[config.mk]
export PLATFORM = sky130hd
export DESIGN_NAME = alarm_rtc_core
export DESIGN_NICKNAME = d
export VERILOG_FILES = /design/src/rtl/alarm_rtc_pkg.sv /design/src/rtl/alarm_ring_fsm.sv /design/src/rtl/alarm_rtc_core.sv
export SDC_FILE = /design/constraint.sdc
export NUM_CORES = 1
export LEC_CHECK = 0
export CELL_PAD_IN_SITES_DETAIL_PLACEMENT = 1
export CELL_PAD_IN_SITES_GLOBAL_PLACEMENT = 1
export CORE_AREA = 2 2 135 137
export CTS_BUF_LIST = sky130_fd_sc_hd__clkbuf_16
export DETAILED_ROUTE_END_ITERATION = 7
export DIE_AREA = 0 0 137 139
export GPL_TIMING_DRIVEN = 0
export PLACE_DENSITY = 0.84
export SKIP_LAST_GASP = 1
export SLEW_MARGIN = 20
export SYNTH_ARGS = -nofsm -noshare
export SYNTH_HDL_FRONTEND = slang
export SYNTH_SLANG_ARGS = --single-unit
[constraint.sdc]
create_clock -name clk_clk -period 11.6 [get_ports clk_clk]
set_clock_uncertainty 0.2 [all_clocks]
set_input_delay 2.9 -clock clk_clk [delete_from_list [all_inputs] [get_ports clk_clk]]
set_output_delay 2.9 -clock clk_clk [all_outputs]
set_load 0.1 [all_outputs]
[src/rtl/alarm_rtc_pkg.sv]
// Shared types and constants for the alarm RTC core: ring FSM states,
// register addresses, alarm register field positions and field widths.
package alarm_rtc_pkg;

  typedef enum logic [1:0] {
    IDLE    = 2'd0,
    RINGING = 2'd1,
    SNOOZED = 2'd2
  } ring_state_t;

  localparam logic [3:0] ADDR_SEC        = 4'd0;
  localparam logic [3:0] ADDR_MIN        = 4'd1;
  localparam logic [3:0] ADDR_HOUR       = 4'd2;
  localparam logic [3:0] ADDR_ALARM_BASE = 4'd4;

  // Alarm register layout: bit15 enable, bits12:8 hour, bits5:0 minute.
  localparam int ALM_EN_BIT   = 15;
  localparam int ALM_HOUR_MSB = 12;
  localparam int ALM_HOUR_LSB = 8;
  localparam int ALM_MIN_MSB  = 5;
  localparam int ALM_MIN_LSB  = 0;

  localparam int SEC_W  = 6;
  localparam int MIN_W  = 6;
  localparam int HOUR_W = 5;

endpackage

[src/rtl/alarm_ring_fsm.sv]
// Ring state machine: IDLE / RINGING / SNOOZED with snooze and ring-timeout
// counters, both decremented once per 1 Hz tick. The current state is
// exported on state_o; "ringing" is simply state_o == RINGING and is decoded
// by the parent, which also owns the optional beep gating.
module alarm_ring_fsm
  import alarm_rtc_pkg::*;
#(
  parameter int NUM_ALARMS     = 4,
  parameter int SNOOZE_MIN     = 5,
  parameter int RING_TIMEOUT_S = 300
) (
  input  logic                  clk_i,
  input  logic                  rst_ni,
  input  logic                  tick_i,
  input  logic [NUM_ALARMS-1:0] match_i,
  input  logic                  snooze_i,
  input  logic                  dismiss_i,
  output ring_state_t           state_o,
  output logic [NUM_ALARMS-1:0] active_o
);

  localparam int TO_W = $clog2(RING_TIMEOUT_S + 1);
  localparam int SN_W = $clog2(SNOOZE_MIN * 60 + 1);
  localparam logic [TO_W-1:0] TO_LOAD = TO_W'(RING_TIMEOUT_S);
  localparam logic [SN_W-1:0] SN_LOAD = SN_W'(SNOOZE_MIN * 60);

  ring_state_t           state_q, state_d;
  logic [NUM_ALARMS-1:0] active_q, active_d;
  logic [TO_W-1:0]       to_q, to_d;
  logic [SN_W-1:0]       sn_q, sn_d;
  logic                  hit;

  assign hit = tick_i && (|match_i);

  // State, latched alarm mask and both counters.
  always_ff @(posedge clk_i or negedge rst_ni) begin
    if (!rst_ni) begin
      state_q  <= IDLE;
      active_q <= '0;
      to_q     <= '0;
      sn_q     <= '0;
    end else begin
      state_q  <= state_d;
      active_q <= active_d;
      to_q     <= to_d;
      sn_q     <= sn_d;
    end
  end

  // Next state. Dismiss beats snooze; a counter at 1 expires on this tick.
  always_comb begin
    state_d  = state_q;
    active_d = active_q;
    to_d     = to_q;
    sn_d     = sn_q;
    case (state_q)
      IDLE: begin
        if (hit) begin
          state_d  = RINGING;
          active_d = match_i;
          to_d     = TO_LOAD;
        end
      end
      RINGING: begin
        if (dismiss_i) begin
          state_d  = IDLE;
          active_d = '0;
        end else if (snooze_i) begin
          state_d = SNOOZED;
          sn_d    = SN_LOAD;
          if (hit) active_d = active_q | match_i;
        end else if (hit) begin
          active_d = active_q | match_i;
          to_d     = TO_LOAD;
        end else if (tick_i) begin
          if (to_q <= TO_W'(1)) begin
            state_d  = IDLE;
            active_d = '0;
            to_d     = '0;
          end else begin
            to_d = to_q - TO_W'(1);
          end
        end
      end
      SNOOZED: begin
        if (dismiss_i) begin
          state_d  = IDLE;
          active_d = '0;
        end else if (hit) begin
          state_d  = RINGING;
          active_d = active_q | match_i;
          to_d     = TO_LOAD;
        end else if (tick_i) begin
          if (sn_q <= SN_W'(1)) begin
            state_d = RINGING;
            sn_d    = '0;
            to_d    = TO_LOAD;
          end else begin
            sn_d = sn_q - SN_W'(1);
          end
        end
      end
      default: begin
        state_d  = IDLE;
        active_d = '0;
      end
    endcase
  end

  assign state_o  = state_q;
  assign active_o = active_q;

endmodule

[src/rtl/alarm_rtc_core.sv]
// Timekeeping and alarm engine: 1 Hz prescaler, 24 h time registers,
// NUM_ALARMS alarm registers, match compare and the ring FSM.
// Optional build macro ALARM_BEEP_EN: when defined the ring output beeps at
// 1 Hz (high in the first half of each second); otherwise it is steady high.
//
// Write port: wr_en is a single-cycle strobe with no ready/back-pressure; a
// write is taken on the clock edge where wr_en is high, and values out of
// range for the addressed register are dropped without any side effect.
module alarm_rtc_core
  import alarm_rtc_pkg::*;
#(
  parameter int CLK_HZ         = 50000000,
  parameter int NUM_ALARMS     = 4,
  parameter int SNOOZE_MIN     = 5,
  parameter int RING_TIMEOUT_S = 300
) (
  input  logic                  clk_clk,
  input  logic                  reset_reset_n,
  input  logic                  wr_en,
  input  logic [3:0]            wr_addr,
  input  logic [15:0]           wr_data,
  input  logic                  snooze_in,
  input  logic                  dismiss_in,
  output logic [15:0]           seconds_export,
  output logic [15:0]           minutes_export,
  output logic [15:0]           hours_export,
  output logic                  alarm_export,
  output logic [NUM_ALARMS-1:0] alarm_active,
  output logic                  tick_1hz
);

  localparam int PW = (CLK_HZ > 1) ? $clog2(CLK_HZ) : 1;
  localparam logic [PW-1:0] PRESC_LAST = PW'(CLK_HZ - 1);

  logic [PW-1:0]     presc_q, presc_d;
  logic [SEC_W-1:0]  sec_q, sec_d;
  logic [MIN_W-1:0]  min_q, min_d;
  logic [HOUR_W-1:0] hour_q, hour_d;

  logic [NUM_ALARMS-1:0] alm_en_q, alm_en_d;
  logic [HOUR_W-1:0]     alm_hour_q [NUM_ALARMS];
  logic [HOUR_W-1:0]     alm_hour_d [NUM_ALARMS];
  logic [MIN_W-1:0]      alm_min_q  [NUM_ALARMS];
  logic [MIN_W-1:0]      alm_min_d  [NUM_ALARMS];

  logic                  tick, advance;
  logic                  wr_sec_ok, wr_min_ok, wr_hour_ok, time_wr, alm_wr_ok;
  logic [HOUR_W-1:0]     wr_alm_hour;
  logic [MIN_W-1:0]      wr_alm_min;
  logic [NUM_ALARMS-1:0] match_mask;
  ring_state_t           ring_state;

  assign tick = (presc_q == PRESC_LAST);

  assign wr_sec_ok  = wr_en && (wr_addr == ADDR_SEC)  && (wr_data <= 16'd59);
  assign wr_min_ok  = wr_en && (wr_addr == ADDR_MIN)  && (wr_data <= 16'd59);
  assign wr_hour_ok = wr_en && (wr_addr == ADDR_HOUR) && (wr_data <= 16'd23);
  assign time_wr    = wr_sec_ok || wr_min_ok || wr_hour_ok;
  // A time write on a tick replaces that tick's increment entirely.
  assign advance    = tick && !time_wr;

  assign wr_alm_hour = wr_data[ALM_HOUR_MSB:ALM_HOUR_LSB];
  assign wr_alm_min  = wr_data[ALM_MIN_MSB:ALM_MIN_LSB];
  assign alm_wr_ok   = wr_en && (wr_alm_hour <= 5'd23) && (wr_alm_min <= 6'd59);

  // Prescaler, time and alarm registers.
  always_ff @(posedge clk_clk or negedge reset_reset_n) begin
    if (!reset_reset_n) begin
      presc_q  <= '0;
      sec_q    <= '0;
      min_q    <= '0;
      hour_q   <= '0;
      alm_en_q <= '0;
      for (int k = 0; k < NUM_ALARMS; k++) begin
        alm_hour_q[k] <= '0;
        alm_min_q[k]  <= '0;
      end
    end else begin
      presc_q    <= presc_d;
      sec_q      <= sec_d;
      min_q      <= min_d;
      hour_q     <= hour_d;
      alm_en_q   <= alm_en_d;
      alm_hour_q <= alm_hour_d;
      alm_min_q  <= alm_min_d;
    end
  end

  // Prescaler wraps on the tick; an accepted seconds write restarts the second.
  always_comb begin
    presc_d = presc_q + PW'(1);
    if (wr_sec_ok || tick) presc_d = '0;
  end

  // Time next-state: register write wins over the tick increment and carries.
  always_comb begin
    sec_d  = sec_q;
    min_d  = min_q;
    hour_d = hour_q;
    if (time_wr) begin
      if (wr_sec_ok)  sec_d  = wr_data[SEC_W-1:0];
      if (wr_min_ok)  min_d  = wr_data[MIN_W-1:0];
      if (wr_hour_ok) hour_d = wr_data[HOUR_W-1:0];
    end else if (tick) begin
      if (sec_q == 6'd59) begin
        sec_d = '0;
        if (min_q == 6'd59) begin
          min_d  = '0;
          hour_d = (hour_q == 5'd23) ? '0 : hour_q + HOUR_W'(1);
        end else begin
          min_d = min_q + MIN_W'(1);
        end
      end else begin
        sec_d = sec_q + SEC_W'(1);
      end
    end
  end

  // Alarm register writes; addresses past the last implemented alarm never match.
  always_comb begin
    alm_en_d   = alm_en_q;
    alm_hour_d = alm_hour_q;
    alm_min_d  = alm_min_q;
    for (int k = 0; k < NUM_ALARMS; k++) begin
      if (alm_wr_ok && (wr_addr == ADDR_ALARM_BASE + 4'(k))) begin
        alm_en_d[k]   = wr_data[ALM_EN_BIT];
        alm_hour_d[k] = wr_alm_hour;
        alm_min_d[k]  = wr_alm_min;
      end
    end
  end

  // Match against the post-increment time, only when the tick really advanced.
  always_comb begin
    match_mask = '0;
    for (int k = 0; k < NUM_ALARMS; k++) begin
      match_mask[k] = advance && alm_en_q[k] && (alm_hour_q[k] == hour_d) &&
                      (alm_min_q[k] == min_d) && (sec_d == '0);
    end
  end

  alarm_ring_fsm #(
    .NUM_ALARMS     (NUM_ALARMS),
    .SNOOZE_MIN     (SNOOZE_MIN),
    .RING_TIMEOUT_S (RING_TIMEOUT_S)
  ) u_ring (
    .clk_i     (clk_clk),
    .rst_ni    (reset_reset_n),
    .tick_i    (tick),
    .match_i   (match_mask),
    .snooze_i  (snooze_in),
    .dismiss_i (dismiss_in),
    .state_o   (ring_state),
    .active_o  (alarm_active)
  );

`ifdef ALARM_BEEP_EN
  localparam logic [PW-1:0] PRESC_HALF = PW'(CLK_HZ / 2);
  assign alarm_export = (ring_state == RINGING) && (presc_q < PRESC_HALF);
`else
  assign alarm_export = (ring_state == RINGING);
`endif

  assign seconds_export = {{(16-SEC_W){1'b0}}, sec_q};
  assign minutes_export = {{(16-MIN_W){1'b0}}, min_q};
  assign hours_export   = {{(16-HOUR_W){1'b0}}, hour_q};
  assign tick_1hz       = tick;

endmodule

After elaboration in Yosys (flattened, before gate mapping):

Index checks and enable logic that the tools add are counted.

* add/sub/neg operators: 6
* magnitude comparators: 6
* equality and inequality tests: 37
* multiplexer cells: 54
* bitwise gates (word level): 1
* reductions and logical operators: 44

Operators with widths (count)
* 2-to-1 mux 9 bit: 16
* 2-to-1 mux 6 bit: 9
* 2-to-1 mux 4 bit: 8
* logical AND 1 bit: 30
* 2-to-1 mux 5 bit: 6
* one-hot mux 9 bit (3 select lines): 1
* adder 26 x 1 -> 26 bit (second input constant): 1
* == test 26 bit (second input constant): 1
* 2-to-1 mux 26 bit: 1
* == test 6 bit: 4
* == test 5 bit: 4
* 2-to-1 mux 2 bit: 10
* <= comparator 9 x 1 -> 1 bit (second input constant): 2
* one-hot mux 9 bit (2 select lines): 1
* subtractor 9 x 1 -> 9 bit (second input constant): 2
* == test 4 x 3 -> 1 bit (second input constant): 4
* <= comparator 16 x 5 -> 1 bit (second input constant): 1
* <= comparator 16 x 6 -> 1 bit (second input constant): 1
* adder 6 x 1 -> 6 bit (second input constant): 2
* == test 6 bit (second input constant): 2
* != test 2 bit (second input constant): 6
* != test 4 x 3 -> 1 bit (second input constant): 3
* one-hot mux 4 bit (3 select lines): 1
* AND reduction 6 bit: 2
* other kinds (26): 30

* register bits: 115
* input port bits: 25
* output and inout port bits: 54
* logic and storage cells: 168

Depth between registers and ports, before layout:

Gate-level depths: netlist of the first run.

* word-level depth: 17
* mapped depth: 17

By module:

From an unflattened synthesis of the first run, not the netlist that was laid out.

* cells, all modules: 836
* area total of the unflattened synthesis: 7808.7 µm²

Modules (own cells, without submodules)
* alarm_rtc_core: times used 1, cells an instance 667, area each 6282.3 µm², sequential area each 2277.2 µm²
* alarm_ring_fsm: times used 1, cells an instance 169, area each 1526.5 µm², sequential area each 600.6 µm²

Worst setup path after synthesis of the first run:

Ideal clock, no wire load.

* path kind: input port to flip-flop
* from: input wr_data[7]
* to: register u_ring.active_q[0] (netlist: u_ring.active_o[0])
* library setup time: 0.136 ns
* arrival time: 6.852 ns
* data required time: 11.264 ns
* path slack: 4.413 ns
* cell stages on the path: 15
* cells stage by stage: or4_1 or4_1 clkbuf_1 nor2_1 buf_4 and3_1 nor3_1 a2111oi_0 nand4_1 or4_4 nand4_2 buf_6 mux2_1 nor3b_1 o22ai_1

* longest elaborated chain between the ends: 16
* elaborated cells between the ends (all ways): 54
* those cells by class: order compare: 2; eq/ne: 11; mux: 13; bitwise: 1; reduce/logical: 27

Ends and longest elaborated chain
* start, declared: line alarm_rtc_core.sv:21 `input logic [15:0] wr_data,`
* branches (longest 16 deep; another with <= comparator 16 x 6 -> 1 bit)
* end signal, assigned: line alarm_ring_fsm.sv:44 `active_q <= active_d;`
* end, declared: line alarm_ring_fsm.sv:28 `logic [NUM_ALARMS-1:0] active_q, active_d;`

Parallel ways; which one is timed is not known. The select of a mux whose other input is x is not followed.
A chain may end at the register's enable or synchronous reset.

Final worst setup path of the first run:

* from: input wr_data[4]
* to: register u_ring.active_q[1] (netlist: u_ring.active_o[1])

The elaborated chain is that of the path after synthesis.

==> results of run 1 <==
cells in the mapped netlist (5+ instances only):
master       n  area, sq um
a2111oi_0    5         43.8
a211oi_1     6         45.0
a21o_1       8         60.1
a21oi_1     25          125
a22o_1       6         52.6
a22oi_1      9         67.6
a31oi_1      8         50.1
a32oi_1      6         52.6
and2_1       7         43.8
and3_1      16          100
and4_1       7         61.3
buf_1        6         22.5
buf_4       32          240
clkbuf_1    30          113
dfrtp_1    115         2880
ha_1         8          100
inv_1       33          124
mux2_2      45          507
nand2_1     68          255
nand2b_1    13         81.3
nand3_1     36          180
nand4_1     20          125
nand4b_1     5         43.8
nor2_1      70          263
nor2b_1      6         37.5
nor3_1      33          165
nor3b_1      5         37.5
nor4_1      22          138
nor4b_1      5         43.8
o211ai_1    10         75.1
o21ai_0     38          190
o21ai_1      8         40.0
o22ai_1     10         62.6
o31ai_1      5         37.5
or3_1       15         93.8
or3b_2       5         43.8
or4_1       12         90.1
xnor2_1     12          105
xor2_1      18          158
cell families (layout without fill, tap and decap cells):
logic type,count (synthesis),after routing,share of synthesized area [%]
simple gates,364,364,25.6
flops,115,115,36.9
fa+ha+maj,8,8,1.28
compound gates,206,206,18.8
xor+xnor,30,30,3.37
buf+inv,106,184,6.79
mux,50,50,7.18
other cells,1,31,0.0481
metrics by stage:
| stage | hold WS [ns] | area, sq um | power (uW) |
|---|---|---|---|
| finish | 0.306 | 9320 | 1370 |
| global route | 0.329 | 9320 | 1410 |
| CTS | 0.316 | 9320 | 1360 |
| detailed placement | 0.298 | 8680 | 776 |
| global placement | 0.289 | 8630 | 766 |
| floorplan | 0.264 | 7910 | 687 |
placed cells by master (no fill, tap or decap), types with 6 or more instances in the layout:
master / instances
xor2_1: 18
nor2_1: 70
mux2_2: 45
buf_4: 33
nor3_1: 33
nand2_1: 68
a32oi_1: 6
or3_1: 15
inv_1: 33
a21o_1: 8
buf_1: 6
and2_1: 7
clkbuf_16: 17
o21ai_0: 38
clkdlybuf4s50_1: 43
nand3_1: 36
a21oi_1: 25
nand2b_1: 13
a31oi_1: 8
o21ai_1: 8
o211ai_1: 10
o22ai_1: 10
and3_1: 16
nor2b_1: 6
a22o_1: 6
dfrtp_1: 115
conb_1: 31
and4_1: 7
xnor2_1: 12
clkbuf_1: 30
ha_1: 8
or4_1: 12
nand4_1: 20
a22oi_1: 9
nor4_1: 22
worst max path at each step:
stage | startpoint | end | slack (ns)
CTS | wr_data[12] | u_ring.active_o[3] | 2.88
global route | wr_data[12] | u_ring.active_o[3] | 2.60
detailed placement | wr_data[12] | u_ring.active_o[3] | 2.51
global placement | wr_data[12] | u_ring.active_o[3] | 2.37
floorplan | wr_data[7] | u_ring.active_o[0] | 4.41
finish | wr_data[4] | u_ring.active_o[1] | 2.58
metal layers:
metal,global-route usage [%],wire length (microns)
met1,40.8,12300
met3,5.37,1730
met5,0,0
met2,51.4,14100
met4,14.9,1490
cell type report:
class / count / area share (%)
buffer: 72 / 4.31
clock buffer: 17 / 4.56
clock inverter: 15 / 2.35
inverter: 34 / 1.37
multi-input combinational: 689 / 48.3
sequential: 115 / 30.9
tap: 229 / 3.07
timing repair buffer: 46 / 5.11
critical path: stages:
cell	delay, ns
clkdlybuf4s50_1	0.63
nand2_1	0.17
o21ai_1	0.79
nand2b_1	0.37
clkbuf_1	0.62
clkbuf_1	0.63
o22ai_1	0.21
a22oi_1	0.19
o311ai_1	0.12
nor4b_1	0.72
nand4_1	0.34
nand4_2	0.19
buf_6	0.16
mux2_1	0.33
nor3b_1	0.55
o22ai_1	0.16
power groups by stage:
stage                     clock (uW)  sequential [uW]  combinational, uW
after global placement             0              529                237
after detailed placement           0              533                243
after global routing             613              535                265
after CTS                        592              527                245
after floorplan                    0              516                171
final                            587              531                247
flip-flops by register name, indices dropped and copies added (netlist names):
| name | count |
|---|---|
| alm_en_q | 4 |
| alm_hour_q | 20 |
| alm_min_q | 24 |
| hour_q | 5 |
| min_q | 6 |
| presc_q | 26 |
| sec_q | 6 |
| u_ring.active_o | 4 |
| u_ring.sn_q | 9 |
| u_ring.state_o | 2 |
| u_ring.to_q | 9 |
==> out/results.txt, run 1 <==
status -> finished clean
vias after detailed routing -> 7812
Final min period -> 9.02 ns
Reg area -> 2880 sq um
Slew headroom -> 34.7%
clock sink count -> 115
Syn. warnings -> 0
sequential power share -> 38.9%
Layout area overhead -> 19.6%
Worst-path clk slew -> 0.06 ns
GRT Resource Usage Total -> 31.7%
total of max-cap violations -> 0
Internal -> 917 uW
Setup crit end kind -> flop
IO Count -> 79
clk buf depth -> 2
critical path type -> primary input to flop
final period utilization -> 77.7%
Detail Placement HPWL -> 22.2 mm
TNS Setup -> 0 ns
worst r2r dst -> u_ring.active_o[1]
Synth Instances -> 880
reg2reg path depth -> 14
postcts setup bufs -> 0
hold-critical path depth -> 1
Die Height -> 139 microns
Clock power frac -> 43.0%
Overflow after GRT -> 0
post-route core utilization -> 52.8%
RePlAce Congestion -> 1.02
register-to-register setup slack -> 5.85 ns
Antenna diodes -> 0
first-pass GRT wire length -> 45.9 mm
worst hold endpoint -> u_ring.sn_q[7]
Die ar. -> 19000 sq um
worst endpoint required time -> 11.69 ns
area of the multi-input gates -> 4510 sq um
Yosys cell types -> 86
RSZ-0062 raised after global routing -> no
initial antenna violation count -> 0
layout cells sized above 1 -> 14.8%
final setup fails -> 0
starting density of the core -> 44.1%
sequential area share after synthesis -> 36.9%
Leakage -> 0.00391 uW
#FFs+latches synth -> 115
Post-synth ARST share -> 100%
die width -> 137 microns
Final Max Tran Viols -> 0
1st-iter DRT viols -> 790
CTS buffer count -> 17
Setup WS pre-CTS -> 2.51 ns
Routed WL -> 29.6 mm
PostCTS Resize Cnt -> 0
EDFF count, synth -> 0
Root Driver -> clkbuf_16
Worst-Margin Slew -> 0.954 ns
WL per Instance -> 24.4 microns
Psw -> 448 uW
vias in the first global route -> 7834
Finished Layout Cells -> 1217
cell row count -> 49
Skew-Pair Late Insertion Delay -> 0.43 ns
Max Freq -> 111 MHz
core area -> 17700 sq um
post-layout net count -> 1008
mean post-synth cell area -> 8.86 sq um
WP data arrival -> 9.11 ns
Inst Count DP -> 1185
Logic pwr share -> 18.1%
Hold Crit Class -> flop to flop
sw frac -> 32.8%
# port buffers -> 44
mapped cell area -> 7790 sq um
worst-case vdd ir drop -> 0.000103 V
launch point of the worst reg-to-reg path -> min_q[1]
DRC Markers -> 0
worst-path maximum fanout -> 10
Pre-antenna DRT Iters -> 6
DRT antenna net count -> 0
largest net degree at the start of global routing -> 67
cts hold-fix bufs -> 0
DR vias/cell -> 6.42
CTS tree -> yes
dominant synthesized flop cell -> dfrtp_1
power per cell area -> 146 nW/um^2
hold_sp -> u_ring.sn_q[7]
PnR worst setup slack -> 2.58 ns
Startpoint Class -> primary input
final hold vios -> 0
Fillers -> 2077
H-Tree Depth -> 4
Power figures use the tool's default switching activity.
==> inputs of run 2 (changes only) <==
--- a/config.mk
+++ b/config.mk
@@ -7,12 +7,12 @@
 export LEC_CHECK = 0
 export CELL_PAD_IN_SITES_DETAIL_PLACEMENT = 1
 export CELL_PAD_IN_SITES_GLOBAL_PLACEMENT = 1
-export CORE_AREA = 2 2 135 137
+export CORE_AREA = 2 2 137 139
 export CTS_BUF_LIST = sky130_fd_sc_hd__clkbuf_16
 export DETAILED_ROUTE_END_ITERATION = 7
-export DIE_AREA = 0 0 137 139
+export DIE_AREA = 0 0 139 141
 export GPL_TIMING_DRIVEN = 0
-export PLACE_DENSITY = 0.84
+export PLACE_DENSITY = 0.82
 export SKIP_LAST_GASP = 1
 export SLEW_MARGIN = 20
 export SYNTH_ARGS = -nofsm -noshare
==> constraint.sdc (replaced) <==
create_clock -name clk_clk -period 9.42 [get_ports clk_clk]
set_clock_uncertainty 0.2 [all_clocks]
set_input_delay 2.355 -clock clk_clk [delete_from_list [all_inputs] [get_ports clk_clk]]
set_output_delay 2.355 -clock clk_clk [all_outputs]
set_load 0.1 [all_outputs]
==> run 2 against run 1 <==
Net effect:
- worst hold slack gained 0.012 ns
- power grew 21%
- core utilization shrank 1.9 points
- critical path depth grew 1
- wire length grew 3.6%
- critical path type unchanged
- non-clock buffer count is the same
- via count is essentially flat
- die area grew 2.9%
==> out/results.txt, run 2 (same netlist as run 1, synthesis figures left out) <==
status -> finished clean
WP data arrival -> 8.33 ns (-0.78 ns)
Startpoint Class -> primary input
TNS Setup -> 0 ns (unchanged)
hold_sp -> u_ring.to_q[4]
worst endpoint required time -> 9.50 ns (-2.19 ns)
Detail Placement HPWL -> 22.6 mm (+2.1%)
GRT Resource Usage Total -> 31.4% (-0.24 points)
Reg with most FFs -> presc_q
# port buffers -> 44 (unchanged)
IO Count -> 79 (unchanged)
Root Driver -> clkbuf_16
Worst-path clk slew -> 0.06 ns (about the same)
final hold vios -> 0 (unchanged)
Skew-Pair Late Insertion Delay -> 0.43 ns (about the same)
DRT antenna net count -> 0 (unchanged)
Leakage -> 0.00389 uW (-0.51%)
starting density of the core -> 42.7% (-1.5 points)
Overflow after GRT -> 0 (unchanged)
clock sink count -> 115 (unchanged)
H-Tree Depth -> 4 (unchanged)
Reg area -> 2880 sq um (unchanged)
postcts setup bufs -> 0 (unchanged)
launch point of the worst reg-to-reg path -> min_q[1]
reg2reg path depth -> 14 (unchanged)
clk buf depth -> 2 (unchanged)
first-pass GRT wire length -> 47.3 mm (+3.2%)
CTS tree -> yes
worst-case vdd ir drop -> 0.000108 V (+4.7%)
final period utilization -> 87.5%
biggest regs -> presc_q: 26 flops, alm_min_q: 24 flops, alm_hour_q: 20 flops
worst r2r dst -> u_ring.active_o[0]
layout cells sized above 1 -> 14.5% (-0.30 points)
CTS buffer count -> 17 (unchanged)
area of the multi-input gates -> 4510 sq um (unchanged)
critical path type -> primary input to flop
Worst-Margin Slew -> 1.12 ns (+0.161 ns)
most frequent cells in the layout -> dfrtp_1, nor2_1, nand2_1
initial antenna violation count -> 0 (unchanged)
largest net degree at the start of global routing -> 61 (-9.0%)
Routed WL -> 30.7 mm (+3.6%)
commonest non-fill, non-tap cell in the layout -> dfrtp_1
Max Freq -> 121 MHz
Final Max Tran Viols -> 0 (unchanged)
worst hold endpoint -> u_ring.to_q[4]
PnR worst setup slack -> 1.17 ns (-1.41 ns)
Fillers -> 2164 (+4.2%)
1st-iter DRT viols -> 889 (+13%)
Setup crit end kind -> flop
RSZ-0062 raised after global routing -> no
Die Height -> 141 microns (+1.4%)
die width -> 139 microns (+1.5%)
total of max-cap violations -> 0 (unchanged)
vias in the first global route -> 7966 (+1.7%)
hold-critical path depth -> 2 (+1)
worst-path maximum fanout -> 10 (unchanged)
power per cell area -> 178 nW/um^2 (+21%)
Setup WS pre-CTS -> 0.820 ns (-1.69 ns)
final setup fails -> 0 (unchanged)
Hold Crit Class -> flop to flop
Die ar. -> 19600 sq um (+2.9%)
WL per Instance -> 25.1 microns (+3.1%)
core area -> 18300 sq um (+3.5%)
Total Power -> 1650 uW (+21%)
PostCTS Resize Cnt -> 0 (unchanged)
Pre-antenna DRT Iters -> 6 (unchanged)
vias after detailed routing -> 7807 (-0.064%)
max reg flops -> 26 (unchanged)
register-to-register setup slack -> 3.47 ns (-2.38 ns)
RePlAce Congestion -> 0.994 (-2.7%)
Antenna diodes -> 0 (unchanged)
Final min period -> 8.25 ns
Layout area overhead -> 19.3%
DR vias/cell -> 6.39 (-0.47%)
cts hold-fix bufs -> 0 (unchanged)
post-layout net count -> 1008 (unchanged)
Slew headroom -> 25.1% (-9.7 points)
DRC Markers -> 0 (unchanged)
cell row count -> 50 (+2.0%)
==> run 2: changes by cell type in the layout (fill, tap and decap cells not counted), sizes merged <==
cell | before | now
clkinv | 6 | 7
inv | 39 | 35
clkinvlp | 0 | 3
==> run 2: cell type report <==
| class | count | share of cell area, % |
|---|---|---|
| clock buffers | 17 | 4.58 |
| inverters | 34 | 1.37 |
| plain buffers | 72 | 4.32 |
| repair buffers | 46 | 5.13 |
| clock inverters | 15 | 2.05 |
| flip-flops and latches | 115 | 31.0 |
| well taps | 234 | 3.15 |
| multi-input cells | 689 | 48.5 |
==> run 2: worst max path at each step <==
stage	start	endpoint	slack (ns)	cells past startpoint
floorplan	wr_data[7]	u_ring.active_o[0]	2.78	15
global placement	wr_data[12]	u_ring.active_o[1]	0.80	17
detailed placement	wr_data[12]	u_ring.active_o[0]	0.82	17
CTS	wr_data[12]	u_ring.active_o[0]	1.24	17
global route	wr_data[12]	u_ring.active_o[3]	0.93	17
finish	wr_data[12]	u_ring.active_o[0]	1.17	17
==> run 2: layer usage <==
metal	up-vias	routed length [microns]	share of wire [%]	track usage, %
li1	3452	-	-	-
met1	3880	12700	41	39.8
met2	381	14400	47	51.4
met3	94	2220	7.2	6.56
met4	0	1420	4.6	15.2
met5	-	0	0	0
==> run 2: worst max-delay path, stage by stage <==
cell and delay [ns]:
clkdlybuf4s50_1 0.60, or4_1 0.58, or4_1 0.42, clkbuf_1 0.28
nor2_1 0.54, buf_4 0.34, clkbuf_1 0.53, nor4_1 0.11
a2111oi_0 0.37, o21ai_0 0.25, a211oi_1 0.23, nand4_1 0.28
nand4_2 0.25, buf_6 0.17, mux2_1 0.33, nor3b_1 0.53
o22ai_1 0.16
==> run 2: power by group <==
part / leakage [uW] / internal, uW / switching, uW
registers: 0.00146 / 558 / 93.7
clock network: 0.000296 / 439 / 253
logic: 0.00214 / 120 / 189
==> run 2: stage by stage <==
stage	hold slack, ns	instances	instance area (sq um)	util (%)
finish	0.318	1222	9300	50.9
global route	0.327	1222	9300	50.9
CTS	0.323	1222	9300	50.9
detailed placement	0.305	1190	8680	47.5
global placement	0.284	1188	8640	47.3
floorplan	0.264	910	7910	-
==> inputs of run 3 (changes only) <==
--- a/config.mk
+++ b/config.mk
@@ -5,6 +5,7 @@
 export SDC_FILE = /design/constraint.sdc
 export NUM_CORES = 1
 export LEC_CHECK = 0
+export CAP_MARGIN = 5
 export CELL_PAD_IN_SITES_DETAIL_PLACEMENT = 1
 export CELL_PAD_IN_SITES_GLOBAL_PLACEMENT = 1
 export CORE_AREA = 2 2 137 139
==> results of run 3 <==
The final DEF is identical to that of run 2; final timing and power are the same.
